## config.mk

```make
export PLATFORM = sky130hd
export DESIGN_NAME = harmonic_phase_seq
export DESIGN_NICKNAME = d
export VERILOG_FILES = /design/src/rtl/harmonic_phase_seq.sv
export SDC_FILE = /design/constraint.sdc
export NUM_CORES = 2
export LEC_CHECK = 0
export BUFFER_PORTS_ARGS = -buffer_cell sky130_fd_sc_hd__buf_2
export CAP_MARGIN = 25
export CORE_MARGIN = 8
export CORE_UTILIZATION = 53
export DETAILED_ROUTE_END_ITERATION = 16
export PLACE_DENSITY = 0.77
export SLEW_MARGIN = 20
export SYNTH_ARGS = -nofsm -noshare
export SYNTH_HDL_FRONTEND = slang
export SYNTH_SLANG_ARGS = --single-unit
```

## constraint.sdc

```tcl
create_clock -name clk -period 7.76 [get_ports clk]
set_input_delay 0.388 -clock clk [delete_from_list [all_inputs] [get_ports clk]]
set_output_delay 0.388 -clock clk [all_outputs]
set_load 0.02 [all_outputs]
```

## src/rtl/harmonic_phase_seq.sv

```systemverilog
// Per-harmonic linear phase sequencer: forms step = wo*n0 (Q16.16), then walks
// phase_m = (m*step) mod 2*pi for m = 1..L through an external modulus stage.
module harmonic_phase_seq #(
    parameter int              N        = 32,
    parameter int              Q        = 16,
    parameter int              MAX_HARM = 80,
    parameter logic [N-1:0]    TWO_PI   = 32'h0006487E
) (
    input  logic          clk,
    input  logic          rst,
    input  logic          start,
    input  logic [N-1:0]  wo,
    input  logic [N-1:0]  n0,
    input  logic [6:0]    num_harm,
    output logic          fmod_start,
    output logic [N-1:0]  fmod_num1,
    output logic [N-1:0]  fmod_num2,
    input  logic          fmod_done,
    input  logic [N-1:0]  fmod_mod,
    output logic [N-1:0]  phase_out,
    output logic [6:0]    phase_idx,
    output logic          phase_valid,
    output logic          busy,
    output logic          done
);

    localparam logic [3:0] S_IDLE  = 4'd0;
    localparam logic [3:0] S_MUL   = 4'd1;
    localparam logic [3:0] S_SREQ  = 4'd2;
    localparam logic [3:0] S_SWAIT = 4'd3;
    localparam logic [3:0] S_ADD   = 4'd4;
    localparam logic [3:0] S_MREQ  = 4'd5;
    localparam logic [3:0] S_MWAIT = 4'd6;
    localparam logic [3:0] S_EMIT  = 4'd7;
    localparam logic [3:0] S_DONE  = 4'd8;

    localparam logic [6:0] MAX_L = 7'(MAX_HARM);

    logic [3:0]          r_state;
    logic [N-1:0]        r_wo;
    logic [N-1:0]        r_n0;
    logic [6:0]          r_len;
    logic [6:0]          r_m;
    logic [N-1:0]        r_step;
    logic [N-1:0]        r_step_w;
    logic [N-1:0]        r_acc;
    logic [N-1:0]        r_sum;
    logic [N-1:0]        r_mod;
    logic                r_fmod_start;
    logic [N-1:0]        r_fmod_num1;
    logic [N-1:0]        r_phase_out;
    logic [6:0]          r_phase_idx;
    logic                r_phase_valid;
    logic                r_busy;
    logic                r_done;

    logic signed [2*N-1:0] w_prod;
    logic [N-1:0]          w_step;
    logic [6:0]            w_len;

    // Truncating Q16.16 multiply: keep product bits [Q+N-1:Q], no rounding.
    assign w_prod = $signed(r_wo) * $signed(r_n0);
    assign w_step = N'(w_prod >>> Q);
    assign w_len  = (num_harm > MAX_L) ? MAX_L : num_harm;

    assign fmod_num2   = TWO_PI;
    assign fmod_start  = r_fmod_start;
    assign fmod_num1   = r_fmod_num1;
    assign phase_out   = r_phase_out;
    assign phase_idx   = r_phase_idx;
    assign phase_valid = r_phase_valid;
    assign busy        = r_busy;
    assign done        = r_done;

    // NOTE: every state register uses <= so all updates in a cycle see the
    // pre-edge values; a blocking = here would create order-dependent logic.
    always_ff @(posedge clk or negedge rst) begin
        if (!rst) begin
            r_state       <= S_IDLE;
            r_wo          <= '0;
            r_n0          <= '0;
            r_len         <= '0;
            r_m           <= '0;
            r_step        <= '0;
            r_step_w      <= '0;
            r_acc         <= '0;
            r_sum         <= '0;
            r_mod         <= '0;
            r_fmod_start  <= 1'b0;
            r_fmod_num1   <= '0;
            r_phase_out   <= '0;
            r_phase_idx   <= '0;
            r_phase_valid <= 1'b0;
            r_busy        <= 1'b0;
            r_done        <= 1'b0;
        end else begin
            r_fmod_start  <= 1'b0;
            r_phase_valid <= 1'b0;
            r_done        <= 1'b0;
            case (r_state)
                S_IDLE: begin
                    if (start) begin
                        r_wo    <= wo;
                        r_n0    <= n0;
                        r_len   <= w_len;
                        r_state <= S_MUL;
                    end
                end
                S_MUL: begin
                    r_busy  <= 1'b1;
                    r_step  <= w_step[N-1] ? '0 : w_step;
                    r_state <= (r_len == 7'd0) ? S_DONE : S_SREQ;
                end
                S_SREQ: begin
                    r_fmod_num1  <= r_step;
                    r_fmod_start <= 1'b1;
                    r_state      <= S_SWAIT;
                end
                S_SWAIT: begin
                    if (fmod_done) begin
                        r_step_w <= fmod_mod;
                        r_acc    <= '0;
                        r_m      <= 7'd1;
                        r_state  <= S_ADD;
                    end
                end
                S_ADD: begin
                    // Both operands are already wrapped below 2*pi, so N bits suffice.
                    r_sum   <= r_acc + r_step_w;
                    r_state <= S_MREQ;
                end
                S_MREQ: begin
                    r_fmod_num1  <= r_sum;
                    r_fmod_start <= 1'b1;
                    r_state      <= S_MWAIT;
                end
                S_MWAIT: begin
                    if (fmod_done) begin
                        r_mod   <= fmod_mod;
                        r_state <= S_EMIT;
                    end
                end
                S_EMIT: begin
                    r_phase_out   <= r_mod;
                    r_phase_idx   <= r_m;
                    r_phase_valid <= 1'b1;
                    r_acc         <= r_mod;
                    if (r_m == r_len) begin
                        r_state <= S_DONE;
                    end else begin
                        r_m     <= r_m + 7'd1;
                        r_state <= S_ADD;
                    end
                end
                S_DONE: begin
                    r_done  <= 1'b1;
                    r_busy  <= 1'b0;
                    r_state <= S_IDLE;
                end
                default: r_state <= S_IDLE;
            endcase
        end
    end

endmodule

```

== After elaboration in Yosys (flattened, before gate mapping) ==
Index checks and enable logic that the tools add are counted.
Storage, ports and cells
  register bits after elaboration: 317
  input bits: 107
  output and inout bits: 107
  word-level logic and storage cells: 64
Operators by class
  $add $sub $neg: 2
  multiply operators: 1
  order comparisons: 1
  eq/ne operators: 13
  mux-type cells: 18
  reduce and logical (&&, ||, !) cells: 12
Operator list (count)
  32-bit one-hot mux with 2 select lines: 2
  32-bit by 32-bit multiplier with 48-bit output: 1
  32-bit adder: 1
  32-bit 2-to-1 mux: 1
  4-bit one-hot mux with 8 select lines: 1
  31-bit 2-to-1 mux: 1
  7-bit 2-to-1 mux: 3
  4-bit 2-to-1 mux: 5
  4-bit by 3-bit equality test with 1-bit output (second input constant): 4
  7-bit one-hot mux with 2 select lines: 1
  4-bit by 2-bit equality test with 1-bit output (second input constant): 2
  2-bit inequality test (second input constant): 4
  2-bit AND reduction: 4
  7-bit by 1-bit adder with 7-bit output (second input constant): 1
  7-bit equality test: 1
  7-bit > comparator (second input constant): 1
  7-bit zero test: 1
  3-bit AND reduction: 2
  2-bit nonzero test: 3
  4-bit by 1-bit equality test with 1-bit output (second input constant): 1
  4-bit equality test (second input constant): 1
  4-bit zero test: 1
  1-bit 2-to-1 mux: 3
  1-bit one-hot mux with 2 select lines: 1
  2-bit OR reduction: 1

== Logic depth before layout (Yosys ltp) ==
  depth after elaboration: 3
  mapped depth: 27
  mapped depth without buffers: 25

== Least setup slack after synthesis ==
Ideal clock, no wire load.
  path type: flip-flop to flip-flop
  start: reg r_n0[2]
  end: reg r_step[29]
  arrival: 7083 ps
  path slack: 555 ps
  stages on the path, launching flop included: 24
  cell sequence: dfrtp_1 > clkbuf_1 > nand2_1 > inv_1 > fa_1 > fa_1 > fa_1 > inv_1 > fa_1 > inv_1 > fa_1 > fa_1 > fa_1 > fa_1 > ha_1 > a21o_1 > a21oi_1 > nor2b_1 > o21ai_0 > nand2b_1 > a221oi_1 > a21oi_1 > or4_1 > a32o_1
Between the ends
  word-level cells in the longest chain between the ends: 2
Ends and longest elaborated chain
  start: declaration: line 41  | logic [N-1:0] r_n0;
  start signal: assignment: line 104  | r_n0 <= n0;
  32-bit by 32-bit multiplier with 48-bit output: line 62  | assign w_prod = $signed(r_wo) * $signed(r_n0);
  31-bit 2-to-1 mux: line 111  | r_step <= w_step[N-1] ? '0 : w_step;
  end signal: assignment: line 111
  end: declaration: line 44  | logic [N-1:0] r_step;
No other way between the ends.
A chain may end at the register's enable or synchronous reset.

== Worst setup path after layout ==
  start: reg r_n0[12]
  end: reg r_step[23]
The elaborated chain is that of the path after synthesis.

==> implementation parameters <==
Parameter                              Value

Critical path
  Critical R2R Launch    r_n0[12]
  Endpoint kind of the worst setup timing path    flip-flop
  Critical path start-end classification    reg -> reg
  Highest fanout seen on the critical path    29
  Endpoint arrival time on the critical path    8080 ps
  Required time of the critical path    8210 ps
  Startpoint type of the worst setup path    flip-flop
  Launching instance or port of the critical path    r_n0[12]

Floorplanning
  Core ar.    79,000 um2
  Die extent in x    298 um
  Initial core utilization    0.535
  Number of top-level pins    214
  Total die area    89,000 um2
  Height of the die    298 um
  Number of cell rows    103

Placed design
  Placer's final routability congestion estimate    0.903
  Placed instance area    45,300 um2
  Post-DP HPWL    87,300 um
  # port buffers    181

Timing
  Final period demand of the worst path    7630 ps
  Final Setup Violations    0
  Upper clock frequency limit    131 MHz
  Worst slew margin relative to its limit    0.317
  Final slew viol count    0
  Part of the cycle the worst path needs    0.983
  Clock skew    32.5 ps
  Final hold violation count    0
  Worst Tran Pin Value    1030 ps
  Sum Neg Setup Slack    0 ps

Clock network
  Num Clock Sinks    316
  Clock slew at reported path FFs    60 ps
  CTS tree    done
  Cts bufs inserted    39
  Clk Latency, worst-skew pair    590 ps
  Depth of the CTS H-tree    2
  CTS Buffer Depth    3
  Cell chosen for the clock root    sky130_fd_sc_hd__clkbuf_16

Synthesis
  Per-instance average area after synthesis    10.1 um2
  Number of synthesized register bits    316
  Synthesized instance count    4,183
  Syn Std Cell Area    42,200 um2
  Main flop type after synthesis    sky130_fd_sc_hd__dfrtp_1
  Distinct cell type count of the synthesized netlist    68
  Sequential share of the synthesized area    0.187
  Yosys warning total    0
  EDFF count, synth    0
  Async set-or-reset flop fraction in the synthesized netlist    1.00

Route
  Residual DRC    0
  Post-detailed-route via-to-cell ratio    5.40
  Pre-Repair DR Iteration Count    5
  Total routed wirelength    109,000 um
  Detailed router's first-iteration violation count    2,045
  Detail Route Antenna Nets    0
  Detailed-route via count    29,514
  Average wire per standard cell    19.9 um

GRT
  Largest net degree at the start of global routing    111
  Remaining Overflow, GRT    0
  Aggregate global-route resource usage    0.249
  Wire length of the first global-routing pass    178,000 um
  Vias in the first global route    32,620
  Antenna violations before repair    8

Layout
  Final nets    5,525
  Area added between synthesis and finish    11.6%
  Fraction of layout cells with a size suffix above 1    0.152
  Layout Cell Area excl Fill    47,100 um2
  Final-layout fill cell count    6,353

Min path
  Path type of the worst min-delay path    in -> reg
  Startpoint of the lowest-slack hold path    wo[21]

Run status
  Run status    complete, no violations

Flow run
  Number of max-cap violations    0
## metrics by stage
step                      hold slack, ps  setup WS (ps)  cells   util
after detailed placement             465           92.8   5374  0.574
final                               28.8            129   5468  0.596
after CTS                          0.474         0.0471   5451  0.593
after global routing                14.8          -65.5   5464  0.596
after floorplan                     92.4            555   4213      -
after global placement               458            145   5374  0.574
## timing repair
action                     4_1_cts  5_1_grt
hold endpoints to repair       112        0
setup endpoints to repair        0       31
buffers inserted                 0       11
gates resized for setup          0       43
hold buffers                     6        0
## layout by cell type, fill, tap and decap left out, types with 6 or more instances in the layout
cell,count
sky130_fd_sc_hd__inv_1,783
sky130_fd_sc_hd__dfrtp_1,293
sky130_fd_sc_hd__conb_1,32
sky130_fd_sc_hd__o31ai_1,10
sky130_fd_sc_hd__nor2_1,41
sky130_fd_sc_hd__nand2b_1,23
sky130_fd_sc_hd__xor2_1,43
sky130_fd_sc_hd__o21ai_0,96
sky130_fd_sc_hd__clkbuf_16,40
sky130_fd_sc_hd__xnor2_1,56
sky130_fd_sc_hd__bufinv_16,8
sky130_fd_sc_hd__mux2i_1,28
sky130_fd_sc_hd__buf_4,161
sky130_fd_sc_hd__dlygate4sd3_1,6
sky130_fd_sc_hd__o21a_1,8
sky130_fd_sc_hd__buf_2,180
sky130_fd_sc_hd__a22o_1,60
sky130_fd_sc_hd__a32o_1,8
sky130_fd_sc_hd__or3_1,10
sky130_fd_sc_hd__buf_12,34
sky130_fd_sc_hd__nand2_1,568
sky130_fd_sc_hd__and3_1,8
sky130_fd_sc_hd__ha_1,191
sky130_fd_sc_hd__nand3_1,16
sky130_fd_sc_hd__nor4_1,7
sky130_fd_sc_hd__dfrtp_2,20
sky130_fd_sc_hd__a21o_1,24
sky130_fd_sc_hd__nor3_1,17
sky130_fd_sc_hd__a31oi_1,8
sky130_fd_sc_hd__nand4_1,12
sky130_fd_sc_hd__nor2b_1,22
sky130_fd_sc_hd__a21oi_1,55
sky130_fd_sc_hd__fa_1,836
sky130_fd_sc_hd__mux2_2,168
sky130_fd_sc_hd__and2_1,432
## final timing paths
check                          endpoint  slack (ps)  cells after the start
max in group asynchronous  phase_out[9]        5830                      3
min reg2reg                fmod_num1[3]         480                      2
min                            r_wo[21]          30                      2
min in group asynchronous      r_wo[28]         430                      2
max                          r_step[23]         130                     22
max reg2reg                  r_step[23]         130                     22
## critical path: stages, from the launching register on
cell	delay, ps
sky130_fd_sc_hd__dfrtp_1	470
sky130_fd_sc_hd__buf_12	210
sky130_fd_sc_hd__and2_1	160
sky130_fd_sc_hd__fa_1	530
sky130_fd_sc_hd__inv_1	60
sky130_fd_sc_hd__fa_1	490
sky130_fd_sc_hd__fa_1	540
sky130_fd_sc_hd__fa_1	520
sky130_fd_sc_hd__inv_1	50
sky130_fd_sc_hd__fa_1	590
sky130_fd_sc_hd__fa_1	480
sky130_fd_sc_hd__fa_1	540
sky130_fd_sc_hd__fa_1	430
sky130_fd_sc_hd__ha_2	390
sky130_fd_sc_hd__nand4_1	250
sky130_fd_sc_hd__a211oi_4	390
sky130_fd_sc_hd__o21ai_2	170
sky130_fd_sc_hd__a2111oi_4	380
sky130_fd_sc_hd__o21ai_0	140
sky130_fd_sc_hd__nor3b_4	170
sky130_fd_sc_hd__buf_4	150
sky130_fd_sc_hd__buf_12	140
sky130_fd_sc_hd__a32o_1	220
## cells by family after synthesis
logic type                 count (synthesis)  share of synthesized area
xor gates and xnor gates                  99                     0.0205
muxes                                    196                     0.0514
buffers and inverters                   1039                     0.0954
and+or+nand+nor                         1179                      0.138
adders and majority gates               1034                      0.456
AOI/OAI and AO/OA                        318                     0.0514
other                                      2                   0.000178
DFF                                      316                      0.187
## area by class of cell
| type | instances | area (um2) | share of cell area |
|---|---|---|---|
| Antenna cell | 4 | 10.0 | 0.000212 |
| Clock buffer | 49 | 1060 | 0.0226 |
| Clock inverter | 22 | 388 | 0.00823 |
| Inverter | 784 | 2950 | 0.0625 |
| Multi-Input combinational cell | 2858 | 30500 | 0.648 |
| Sequential cell | 316 | 7940 | 0.169 |
| Tap cell | 1050 | 1310 | 0.0279 |
| Timing Repair Buffer | 385 | 2930 | 0.0622 |
## state kept, by name, indices dropped and copies added (netlist names)
signal / cells
phase_idx: 7
r_acc: 32
busy: 1
r_step: 31
r_sum: 32
fmod_start: 1
r_wo: 32
done: 1
r_n0: 32
phase_out: 32
r_state: 4
r_mod: 32
r_step_w: 32
phase_valid: 1
r_m: 7
fmod_num1: 32
r_len: 7
## Yosys cell counts, types with 3 or more instances
cell type / count / area share
sky130_fd_sc_hd__a211oi_1: 5 / 0.00089
sky130_fd_sc_hd__a31o_2: 4 / 0.00083
sky130_fd_sc_hd__buf_2: 3 / 0.00036
sky130_fd_sc_hd__dfrtp_1: 316 / 0.19
sky130_fd_sc_hd__a32o_1: 8 / 0.0019
sky130_fd_sc_hd__nor2_1: 43 / 0.0038
sky130_fd_sc_hd__mux2_2: 168 / 0.045
sky130_fd_sc_hd__xnor2_1: 56 / 0.012
sky130_fd_sc_hd__a22o_1: 60 / 0.012
sky130_fd_sc_hd__clkbuf_1: 214 / 0.019
sky130_fd_sc_hd__a211o_1: 3 / 0.00062
sky130_fd_sc_hd__fa_1: 839 / 0.40
sky130_fd_sc_hd__nand2b_1: 23 / 0.0034
sky130_fd_sc_hd__and4_1: 3 / 0.00062
sky130_fd_sc_hd__nor4_1: 7 / 0.0010
sky130_fd_sc_hd__mux2i_1: 28 / 0.0066
sky130_fd_sc_hd__buf_1: 5 / 0.00044
sky130_fd_sc_hd__nand4_1: 12 / 0.0018
sky130_fd_sc_hd__inv_1: 784 / 0.070
sky130_fd_sc_hd__o21ai_0: 96 / 0.011
sky130_fd_sc_hd__o21ai_1: 3 / 0.00036
sky130_fd_sc_hd__nand3_1: 18 / 0.0021
sky130_fd_sc_hd__a21oi_1: 56 / 0.0066
sky130_fd_sc_hd__a22oi_1: 4 / 0.00071
sky130_fd_sc_hd__a31oi_1: 8 / 0.0012
sky130_fd_sc_hd__or3_1: 10 / 0.0015
sky130_fd_sc_hd__o21a_1: 8 / 0.0014
sky130_fd_sc_hd__and3_1: 9 / 0.0013
sky130_fd_sc_hd__nor3_1: 18 / 0.0021
sky130_fd_sc_hd__o21bai_1: 4 / 0.00071
sky130_fd_sc_hd__a21o_1: 24 / 0.0043
sky130_fd_sc_hd__nand2_1: 569 / 0.051
sky130_fd_sc_hd__nor2b_1: 22 / 0.0033
sky130_fd_sc_hd__o211ai_1: 4 / 0.00071
sky130_fd_sc_hd__and2_1: 433 / 0.064
sky130_fd_sc_hd__buf_4: 33 / 0.0059
sky130_fd_sc_hd__xor2_1: 43 / 0.0089
sky130_fd_sc_hd__o31ai_1: 11 / 0.0020
sky130_fd_sc_hd__ha_1: 195 / 0.058
## layer usage
metal | GRT usage | vias to the layer above | share of wire | wire [um]
met5 | 0 | - | 0.00038 | 41
met4 | 0.0895 | 6 | 0.037 | 3990
met3 | 0.0780 | 219 | 0.10 | 11100
met2 | 0.389 | 1257 | 0.46 | 49900
met1 | 0.328 | 15055 | 0.40 | 43700
li1 | - | 12977 | - | -
Power is not shown: default switching activity piles up to over one toggle a cycle in this logic, so the estimate is an artifact.
